$ cat src/rtl/dll_acq_ctrl.sv
// rtl/dll_acq_ctrl.sv - DLL acquisition/tracking sequencer owning the correlator code phase.
module dll_acq_ctrl #(
  parameter int unsigned           PHASE_W     = 16,
  parameter int unsigned           VAL_W       = 8,
  parameter logic [PHASE_W-1:0]    SEARCH_STEP = 16'h0800,
  parameter logic [PHASE_W-1:0]    TRACK_STEP  = 16'h0100,
  parameter int unsigned           DWELL       = 4,
  parameter int unsigned           CONFIRM_N   = 3,
  parameter int unsigned           ACQ_THRESH  = 96,
  parameter int unsigned           LOSS_THRESH = 48,
  parameter int unsigned           LOSS_COUNT  = 8,
  parameter int unsigned           DEADBAND    = 4
) (
  input  logic               clk,
  input  logic               rst_in,
  input  logic               enable,
  input  logic [PHASE_W-1:0] start_phase,
  input  logic               corr_rdy,
  input  logic [VAL_W-1:0]   early,
  input  logic [VAL_W-1:0]   prompt,
  input  logic [VAL_W-1:0]   late,
  output logic [PHASE_W-1:0] phase,
  output logic               phase_upd,
  output logic               lock,
  output logic [1:0]         state,
  output logic               sweep_done
);

  localparam int unsigned ACC_W = VAL_W + 4;
  localparam int unsigned DW_W  = $clog2(DWELL + 1);
  localparam int unsigned CF_W  = $clog2(CONFIRM_N + 1);
  localparam int unsigned MS_W  = $clog2(LOSS_COUNT + 1);

  localparam logic [ACC_W-1:0] ACQ_SUM  = ACC_W'(ACQ_THRESH * DWELL);
  localparam logic [VAL_W-1:0] ACQ_TH   = VAL_W'(ACQ_THRESH);
  localparam logic [VAL_W-1:0] LOSS_TH  = VAL_W'(LOSS_THRESH);
  localparam logic [VAL_W:0]   DB       = (VAL_W+1)'(DEADBAND);

  typedef enum logic [1:0] {
    S_IDLE    = 2'd0,
    S_SEARCH  = 2'd1,
    S_CONFIRM = 2'd2,
    S_TRACK   = 2'd3
  } state_t;

  state_t             state_q, state_d;
  logic [PHASE_W-1:0] phase_q, phase_d;
  logic [PHASE_W-1:0] origin_q, origin_d;
  logic               phase_upd_q, phase_upd_d;
  logic               lock_q, lock_d;
  logic               sweep_done_q, sweep_done_d;
  logic               settle_q, settle_d;
  logic [ACC_W-1:0]   acc_q, acc_d;
  logic [DW_W-1:0]    dwell_q, dwell_d;
  logic [CF_W-1:0]    conf_q, conf_d;
  logic [MS_W-1:0]    miss_q, miss_d;

  logic               accept;
  logic [ACC_W-1:0]   acc_sum;
  logic [DW_W-1:0]    dwell_inc;
  logic [CF_W-1:0]    conf_inc;
  logic [MS_W-1:0]    miss_nx;
  logic [PHASE_W-1:0] phase_step;
  logic               late_ge, early_ge;

  always_ff @(posedge clk or negedge rst_in) begin
    if (!rst_in) begin
      state_q      <= S_IDLE;
      phase_q      <= '0;
      origin_q     <= '0;
      phase_upd_q  <= 1'b0;
      lock_q       <= 1'b0;
      sweep_done_q <= 1'b0;
      settle_q     <= 1'b1;
      acc_q        <= '0;
      dwell_q      <= '0;
      conf_q       <= '0;
      miss_q       <= '0;
    end else begin
      state_q      <= state_d;
      phase_q      <= phase_d;
      origin_q     <= origin_d;
      phase_upd_q  <= phase_upd_d;
      lock_q       <= lock_d;
      sweep_done_q <= sweep_done_d;
      settle_q     <= settle_d;
      acc_q        <= acc_d;
      dwell_q      <= dwell_d;
      conf_q       <= conf_d;
      miss_q       <= miss_d;
    end
  end

  always_comb begin
    state_d      = state_q;
    phase_d      = phase_q;
    origin_d     = origin_q;
    phase_upd_d  = 1'b0;
    lock_d       = lock_q;
    sweep_done_d = 1'b0;
    settle_d     = settle_q;
    acc_d        = acc_q;
    dwell_d      = dwell_q;
    conf_d       = conf_q;
    miss_d       = miss_q;

    accept     = corr_rdy && !settle_q;
    acc_sum    = acc_q + ACC_W'(prompt);
    dwell_inc  = dwell_q + 1'b1;
    conf_inc   = conf_q + 1'b1;
    miss_nx    = (prompt < LOSS_TH) ? miss_q + 1'b1 : '0;
    phase_step = phase_q + SEARCH_STEP;
    late_ge    = {1'b0, late}  >= ({1'b0, early} + DB);
    early_ge   = {1'b0, early} >= ({1'b0, late} + DB);

    // The first result after a phase change integrated across the old phase.
    if (corr_rdy && settle_q) settle_d = 1'b0;

    if (!enable) begin
      state_d  = S_IDLE;
      lock_d   = 1'b0;
      settle_d = 1'b1;
      acc_d    = '0;
      dwell_d  = '0;
      conf_d   = '0;
      miss_d   = '0;
    end else begin
      case (state_q)
        S_IDLE: begin
          phase_d     = start_phase;
          origin_d    = start_phase;
          phase_upd_d = 1'b1;
          settle_d    = 1'b1;
          state_d     = S_SEARCH;
        end
        S_SEARCH: begin
          if (accept) begin
            if (dwell_inc == DW_W'(DWELL)) begin
              acc_d    = '0;
              dwell_d  = '0;
              settle_d = 1'b1;
              if (acc_sum >= ACQ_SUM) begin
                state_d = S_CONFIRM;
                conf_d  = '0;
              end else begin
                phase_d      = phase_step;
                phase_upd_d  = 1'b1;
                sweep_done_d = (phase_step == origin_q);
              end
            end else begin
              acc_d   = acc_sum;
              dwell_d = dwell_inc;
            end
          end
        end
        S_CONFIRM: begin
          if (accept) begin
            if (prompt >= ACQ_TH) begin
              if (conf_inc == CF_W'(CONFIRM_N)) begin
                state_d  = S_TRACK;
                lock_d   = 1'b1;
                settle_d = 1'b1;
                conf_d   = '0;
                miss_d   = '0;
              end else begin
                conf_d = conf_inc;
              end
            end else begin
              state_d     = S_SEARCH;
              phase_d     = phase_step;
              phase_upd_d = 1'b1;
              settle_d    = 1'b1;
              conf_d      = '0;
              acc_d       = '0;
              dwell_d     = '0;
            end
          end
        end
        S_TRACK: begin
          if (accept) begin
            // Loss of lock wins over any early/late correction from the same result.
            if (miss_nx == MS_W'(LOSS_COUNT)) begin
              state_d     = S_SEARCH;
              lock_d      = 1'b0;
              phase_d     = phase_step;
              origin_d    = phase_step;
              phase_upd_d = 1'b1;
              settle_d    = 1'b1;
              miss_d      = '0;
              acc_d       = '0;
              dwell_d     = '0;
            end else begin
              miss_d = miss_nx;
              if (late_ge) begin
                phase_d     = phase_q + TRACK_STEP;
                phase_upd_d = 1'b1;
                settle_d    = 1'b1;
              end else if (early_ge) begin
                phase_d     = phase_q - TRACK_STEP;
                phase_upd_d = 1'b1;
                settle_d    = 1'b1;
              end
            end
          end
        end
      endcase
    end
  end

  assign phase      = phase_q;
  assign phase_upd  = phase_upd_q;
  assign lock       = lock_q;
  assign state      = state_q;
  assign sweep_done = sweep_done_q;

endmodule

$ cat config.mk
export PLATFORM = sky130hd
export DESIGN_NAME = dll_acq_ctrl
export DESIGN_NICKNAME = d
export VERILOG_FILES = /design/src/rtl/dll_acq_ctrl.sv
export SDC_FILE = /design/constraint.sdc
export NUM_CORES = 1
export LEC_CHECK = 0
export BUFFER_PORTS_ARGS = -buffer_cell sky130_fd_sc_hd__buf_2
export CAP_MARGIN = 10
export CELL_PAD_IN_SITES_DETAIL_PLACEMENT = 1
export CELL_PAD_IN_SITES_GLOBAL_PLACEMENT = 1
export CORE_ASPECT_RATIO = 0.7
export CORE_MARGIN = 3
export CORE_UTILIZATION = 42
export DETAILED_ROUTE_END_ITERATION = 8
export PLACE_DENSITY_LB_ADDON = 0.1
export SYNTH_ARGS = -nofsm -noshare
export SYNTH_HDL_FRONTEND = slang
export SYNTH_SLANG_ARGS = --single-unit
$ cat constraint.sdc
create_clock -name clk -period 3.7 [get_ports clk]
set_input_delay 0.185 -clock clk [delete_from_list [all_inputs] [get_ports clk]]
set_output_delay 0.185 -clock clk [all_outputs]
set_load 0.05 [all_outputs]
; After elaboration in Yosys (flattened, before gate mapping)
; Index checks and enable logic that the tools add are counted.
[classes]
add_sub_neg = 9
magnitude_cmp = 5
eq_ne = 28
n_mux = 90
reduce_logical = 12
[ops]
columns = cell, count
row1 = $mux W16, 11
row2 = $mux W12, 7
row3 = $pmux W16 S4, 1
row4 = $pmux W12 S3, 1
row5 = $mux W1, 32
row6 = $mux W2, 16
row7 = $pmux W16 S2, 1
row8 = $mux W4, 7
row9 = $ne A3 B3 Y1 const B, 9
row10 = $mux W3, 7
row11 = $add A8 B3 Y9 const B, 2
row12 = $ge A8 B9 Y1, 2
row13 = $add A16 B12 Y16 const B, 1
row14 = $add A16 B9 Y16 const B, 1
row15 = $eq A16 B16 Y1, 1
row16 = $sub A16 B9 Y16 const B, 1
row17 = $ne A2 B2 Y1 const B, 7
row18 = $add A12 B8 Y12, 1
row19 = $ge A12 B9 Y1 const B, 1
row20 = $reduce_and A6 Y1, 2
row21 = $reduce_and A5 Y1, 2
row22 = $pmux W3 S3, 1
row23 = $ge A8 B7 Y1 const B, 1
row24 = $lt A8 B6 Y1 const B, 1
row25 = other kinds (22), 28
[totals]
register_bits = 59
output_inout_bits = 21
elab_cells = 155

; Longest topological paths before layout
[logic_depth]
word_depth = 8
ltp_mapped = 16

; Worst setup path after synthesis
; Ideal clock, no wire load.
[synth_path]
path_kind = input-to-reg
start = in early[2]
end = reg phase_q[15] (netlist: phase[15])
setup_ps = 67
t_arrival_ps = 3016
required_ps = 3633
slack_ps = 617
path_stages = 16
n_path_buf = 0
cell_sequence = ha_1 > nand3_1 > xor2_1 > ha_1 > nand4_1 > nor3_1 > o21a_1 > inv_1 > ha_1 > a21oi_1 > o21ai_0 > o31ai_1 > o2bb2ai_1 > xnor3_1 > o41ai_1 > mux2_2
[synth_between]
elab_chain_len = 6
elab_cells_between_ends = 9
cone_classes = add/sub: 1 / order compare: 2 / eq/ne: 1 / mux: 4 / reduce/logical: 1
[synth_lines]
columns = item, line
row1 = start: declaration, 19  ; input logic [VAL_W-1:0] early,
row2 = $add A8 B3 Y9, 113  ; late_ge = {1'b0, late} >= ({1'b0, early} + DB);
row3 = $ge A8 B9 Y1, 113
row4 = $mux W16, 194  ; if (late_ge) begin
row5 = $mux W16, 182  ; if (miss_nx == MS_W'(LOSS_COUNT)) begin
row6 = $mux W16, 180  ; if (accept) begin
row7 = $pmux W16 S4, 128  ; case (state_q)
row8 = end signal: assignment, 81  ; phase_q <= phase_d;
row9 = end: declaration, 47  ; logic [PHASE_W-1:0] phase_q, phase_d;
; Parallel ways exist; a longest one is shown, timed or not. The select of a mux whose other input is x is not followed.
; A chain may end at the register's enable or synchronous reset.

; Final worst setup path
[layout_path]
start = reg acc_q[0]
end = reg phase_q[12] (netlist: phase[12])
[layout_between]
elab_chain_len = 4
[layout_lines]
columns = item, line
row1 = start: declaration, 53  ; logic [ACC_W-1:0] acc_q, acc_d;
row2 = start signal: assignment, 75  ; acc_q <= '0;
row3 = start signal: assignment, 87  ; acc_q <= acc_d;
row4 = $add A12 B8 Y12, 108  ; acc_sum = acc_q + ACC_W'(prompt);
row5 = $ge A12 B9 Y1, 142  ; if (acc_sum >= ACQ_SUM) begin
row6 = $ne A2 B2 Y1 (no source line), n/a
row7 = $reduce_and A8 Y1 (no source line), n/a
; Every way passes these cells.

==> results.sh <==
export IMPL_seq_area_um2=1480
export IMPL_die_h_um=92.8
export IMPL_synth_avg_cell_area_um2=9.01
export IMPL_grt_usage_pct=22.3
export IMPL_fin_nets=652
export IMPL_synth_xor_area_share_pct=8.05
export IMPL_htree_levels=3
export IMPL_worstHoldEndpoint="phase[4]"
export IMPL_netlist_instances=502
export IMPL_placed_area_um2=4980
export IMPL_yosys_area_share_simple_pct=15.7
export IMPL_powerDensity_nw_per_um2=778
export IMPL_setup_viol=0
export IMPL_p_total_mw=4.11
export IMPL_dp_cells=686
export IMPL_synth_warning_count=0
export IMPL_antenna_left=0
export IMPL_max_clock_path_buffers=2
export IMPL_ir_drop_uv=257
export IMPL_synth_compound_area_share_pct=20.5
export IMPL_fin_cells=702
export IMPL_path_max_fanout=8
export IMPL_yosysMostFrequentCell="nand2_1"
export IMPL_critical_path_required_ns=3.92
export IMPL_async_flop_share_pct=100
export IMPL_synth_top_family_by_area="compound AO/OA/AOI/OAI gates"
export IMPL_wirelength_mm=12.9
export IMPL_clkTransAtPathRegs_ns=0.05
export IMPL_drt_pass1_iterations=4
export IMPL_skew_ns=0.00973
export IMPL_clk_latency_ns=0.34
export IMPL_cts_tree="done"
export IMPL_final_cell_area_um2=5290
export IMPL_end_kind="flip-flop"
export IMPL_multiInputGateArea_um2=2900
export IMPL_max_freq_mhz=292
export IMPL_fin_ws_ns=0.281
export IMPL_dp_hpwl_mm=9.97
export IMPL_fill_cells=1237
export IMPL_diodes=0
export IMPL_numClockSinks=59
export IMPL_hold_viol=0
export IMPL_die_area_um2=12100
export IMPL_arrival_ns=3.64
export IMPL_ys_seq_area_share_pct=32.7
export IMPL_syn_area_um2=4520
export IMPL_ff2ff_setup_slack_ns=0.28
export IMPL_grt_max_degree=33
export IMPL_synth_common_cells="nand2_1 (60), dfrtp_1 (58), o21ai_0 (52), ha_1 (40)"
export IMPL_critical_path_reg2reg_startpoint="acc_q[0]"
export IMPL_numPortBuffers=64
export IMPL_syn2layout_area_growth_pct=16.9
export IMPL_max_stage_delay_ns=0.62
export IMPL_vias_per_cell=5.70
export IMPL_postCtsSetupBuffers=0
export IMPL_synth_edff_count=0
export IMPL_worst_setup_path_type="flip-flop to flip-flop"
export IMPL_status="finished clean"
export IMPL_drv_slew=0
export IMPL_place_ws_ns=-0.0211
export IMPL_synth_cell_types=60
export IMPL_hold_ws_ns=0.103
export IMPL_first_global_vias=4120
export IMPL_p_leak_nw=2.38
export IMPL_period_share_pct=92.4
export IMPL_synthFlopType="dfrtp_1"
export IMPL_gp_congestion=0.812
export IMPL_synth_top_area_share_pct=32.1
export IMPL_crit_chain="ha_1 -> inv_1 -> fa_1 -> nand2b_1 -> a211o_1 -> a21boi_0 -> o2111a_1 -> o211ai_2 -> a211oi_2 -> mux2_2"
export IMPL_hold_path_class="input pin to flip-flop"
export IMPL_cpMaxStageDelayCell="a211oi_2"
export IMPL_hold_depth=2
export IMPL_hold_start="start_phase[4]"
export IMPL_drive_gt1_share_pct=19.8
export IMPL_synth_top_area_cell="dfrtp_1"
export IMPL_core_area_um2=10400
export IMPL_rsz0062_at_grt="no"
export IMPL_grt_first_pass_wirelength_mm=21.2
export IMPL_num_rows=31
export IMPL_cp_start_kind="flip-flop"
export IMPL_route_detailed_drc=0
export IMPL_cap_violations=0
export IMPL_antenna_found_initial=0
export IMPL_num_vias=4004
export IMPL_first_iter_violations=178
export IMPL_synth_seq_cells=59
export IMPL_setup_tns_ns=0
export IMPL_worst_pin_slew_ns=1.16
export IMPL_cts_root_buffer="clkbuf_16"
export IMPL_syn_num_nets=588
export IMPL_grt_overflow_total=0
export IMPL_synth_fa_ha_area_share_pct=12.0
export IMPL_initial_core_util_pct=43.3
export IMPL_relSlewSlack_pct=22.9
export IMPL_fin_util_pct=50.7
export IMPL_reg2reg_to="phase[12]"
export IMPL_wire_per_inst_um=18.3
export IMPL_r2r_cells=10
export IMPL_yosys_top_cells_area="dfrtp_1 (32%), ha_1 (11%), o21ai_0 (5.8%), nand2_1 (5.0%), xor2_1 (4.3%)"
export IMPL_period_minus_slack_ns=3.42
export IMPL_cts_buffers=9
export IMPL_muxShareOfSynthArea_pct=7.78
export IMPL_ios=65
export IMPL_die_w_um=130
## area by class of cell
| type | count | share of cell area, % |
|---|---|---|
| inverter | 23 | 1.63 |
| clock inverter | 5 | 1.02 |
| multi-input combinational | 404 | 54.9 |
| clock buffer | 10 | 4.52 |
| tap | 132 | 3.12 |
| sequential | 59 | 28.0 |
| timing repair buffer | 69 | 6.82 |
## layout by cell type, fill, tap and decap left out, types with 2 or more instances in the layout
| master | n |
|---|---|
| and3_1 | 4 |
| o21ai_0 | 51 |
| a21o_1 | 4 |
| dfrtp_1 | 58 |
| a211o_1 | 2 |
| a211oi_1 | 7 |
| o31ai_1 | 15 |
| ha_1 | 40 |
| nor4_1 | 4 |
| o22ai_1 | 4 |
| nor2b_1 | 5 |
| nand2_1 | 60 |
| buf_2 | 64 |
| a31oi_1 | 5 |
| a22o_1 | 2 |
| clkinv_2 | 3 |
| o41ai_1 | 2 |
| clkbuf_16 | 9 |
| o21a_1 | 4 |
| nand3_1 | 18 |
| nand4_1 | 5 |
| or2_2 | 2 |
| inv_1 | 22 |
| xnor2_1 | 17 |
| o211ai_1 | 4 |
| xor2_1 | 22 |
| a21oi_1 | 20 |
| buf_4 | 4 |
| and2_1 | 3 |
| a211oi_2 | 2 |
| mux2i_1 | 16 |
| nand2b_1 | 13 |
| or3_1 | 3 |
| nor2_1 | 21 |
| mux2_2 | 17 |
| nor3_1 | 6 |
| fa_1 | 2 |
## flip-flops by register name, indices dropped and copies added, names as in the netlist
signal,flops
miss_q,4
acc_q,12
conf_q,2
origin_q,16
dwell_q,3
sweep_done,1
phase,16
settle_q,1
phase_upd,1
state,2
lock,1
## power by group
group	switching (mW)	internal (mW)	leakage [nW]
registers	0.257	0.886	0.748
logic	1.33	0.800	1.49
clock network	0.310	0.533	0.148
## metal layers
layer	wire, um	global-route usage (%)
met5	0	0
met4	106	4.84
met3	440	4.32
met2	5660	34.0
met1	6660	32.6
## worst max-delay path by stage
stage                  start         to  slack (ns)
floorplan           early[2]  phase[15]        0.62
global placement    early[2]  phase[15]        0.27
detailed placement  early[2]  phase[15]       -0.02
CTS                 acc_q[0]   phase[5]        0.28
global route        early[3]  phase[15]        0.08
finish              acc_q[0]  phase[12]        0.28
## repair_timing
item                       CTS  global route
hold endpoints to repair    30             0
gates resized for setup      0             1
hold buffers                 1             0
setup endpoints to repair    0             1
## cells by family (layout without fill, tap and decap cells)
logic type                 count (synthesis)  in the layout
and+or+nand+nor                          149            149
AOI/OAI and AO/OA                        140            140
DFF                                       59             59
adders and majority gates                 42             42
xor gates and xnor gates                  40             40
buffers and inverters                     39            107
muxes                                     33             33
## critical path: cells and delay by family (launching register included)
family	cells	cell delay, ns
AO/OA/AOI/OAI	5	1.59
flip-flops	1	0.36
multiplexers	1	0.41
AND/OR/NAND/NOR	1	0.25
adder cells (fa/ha/maj)	2	0.61
buffers and inverters	1	0.07
(Power assumes the default switching activity.)
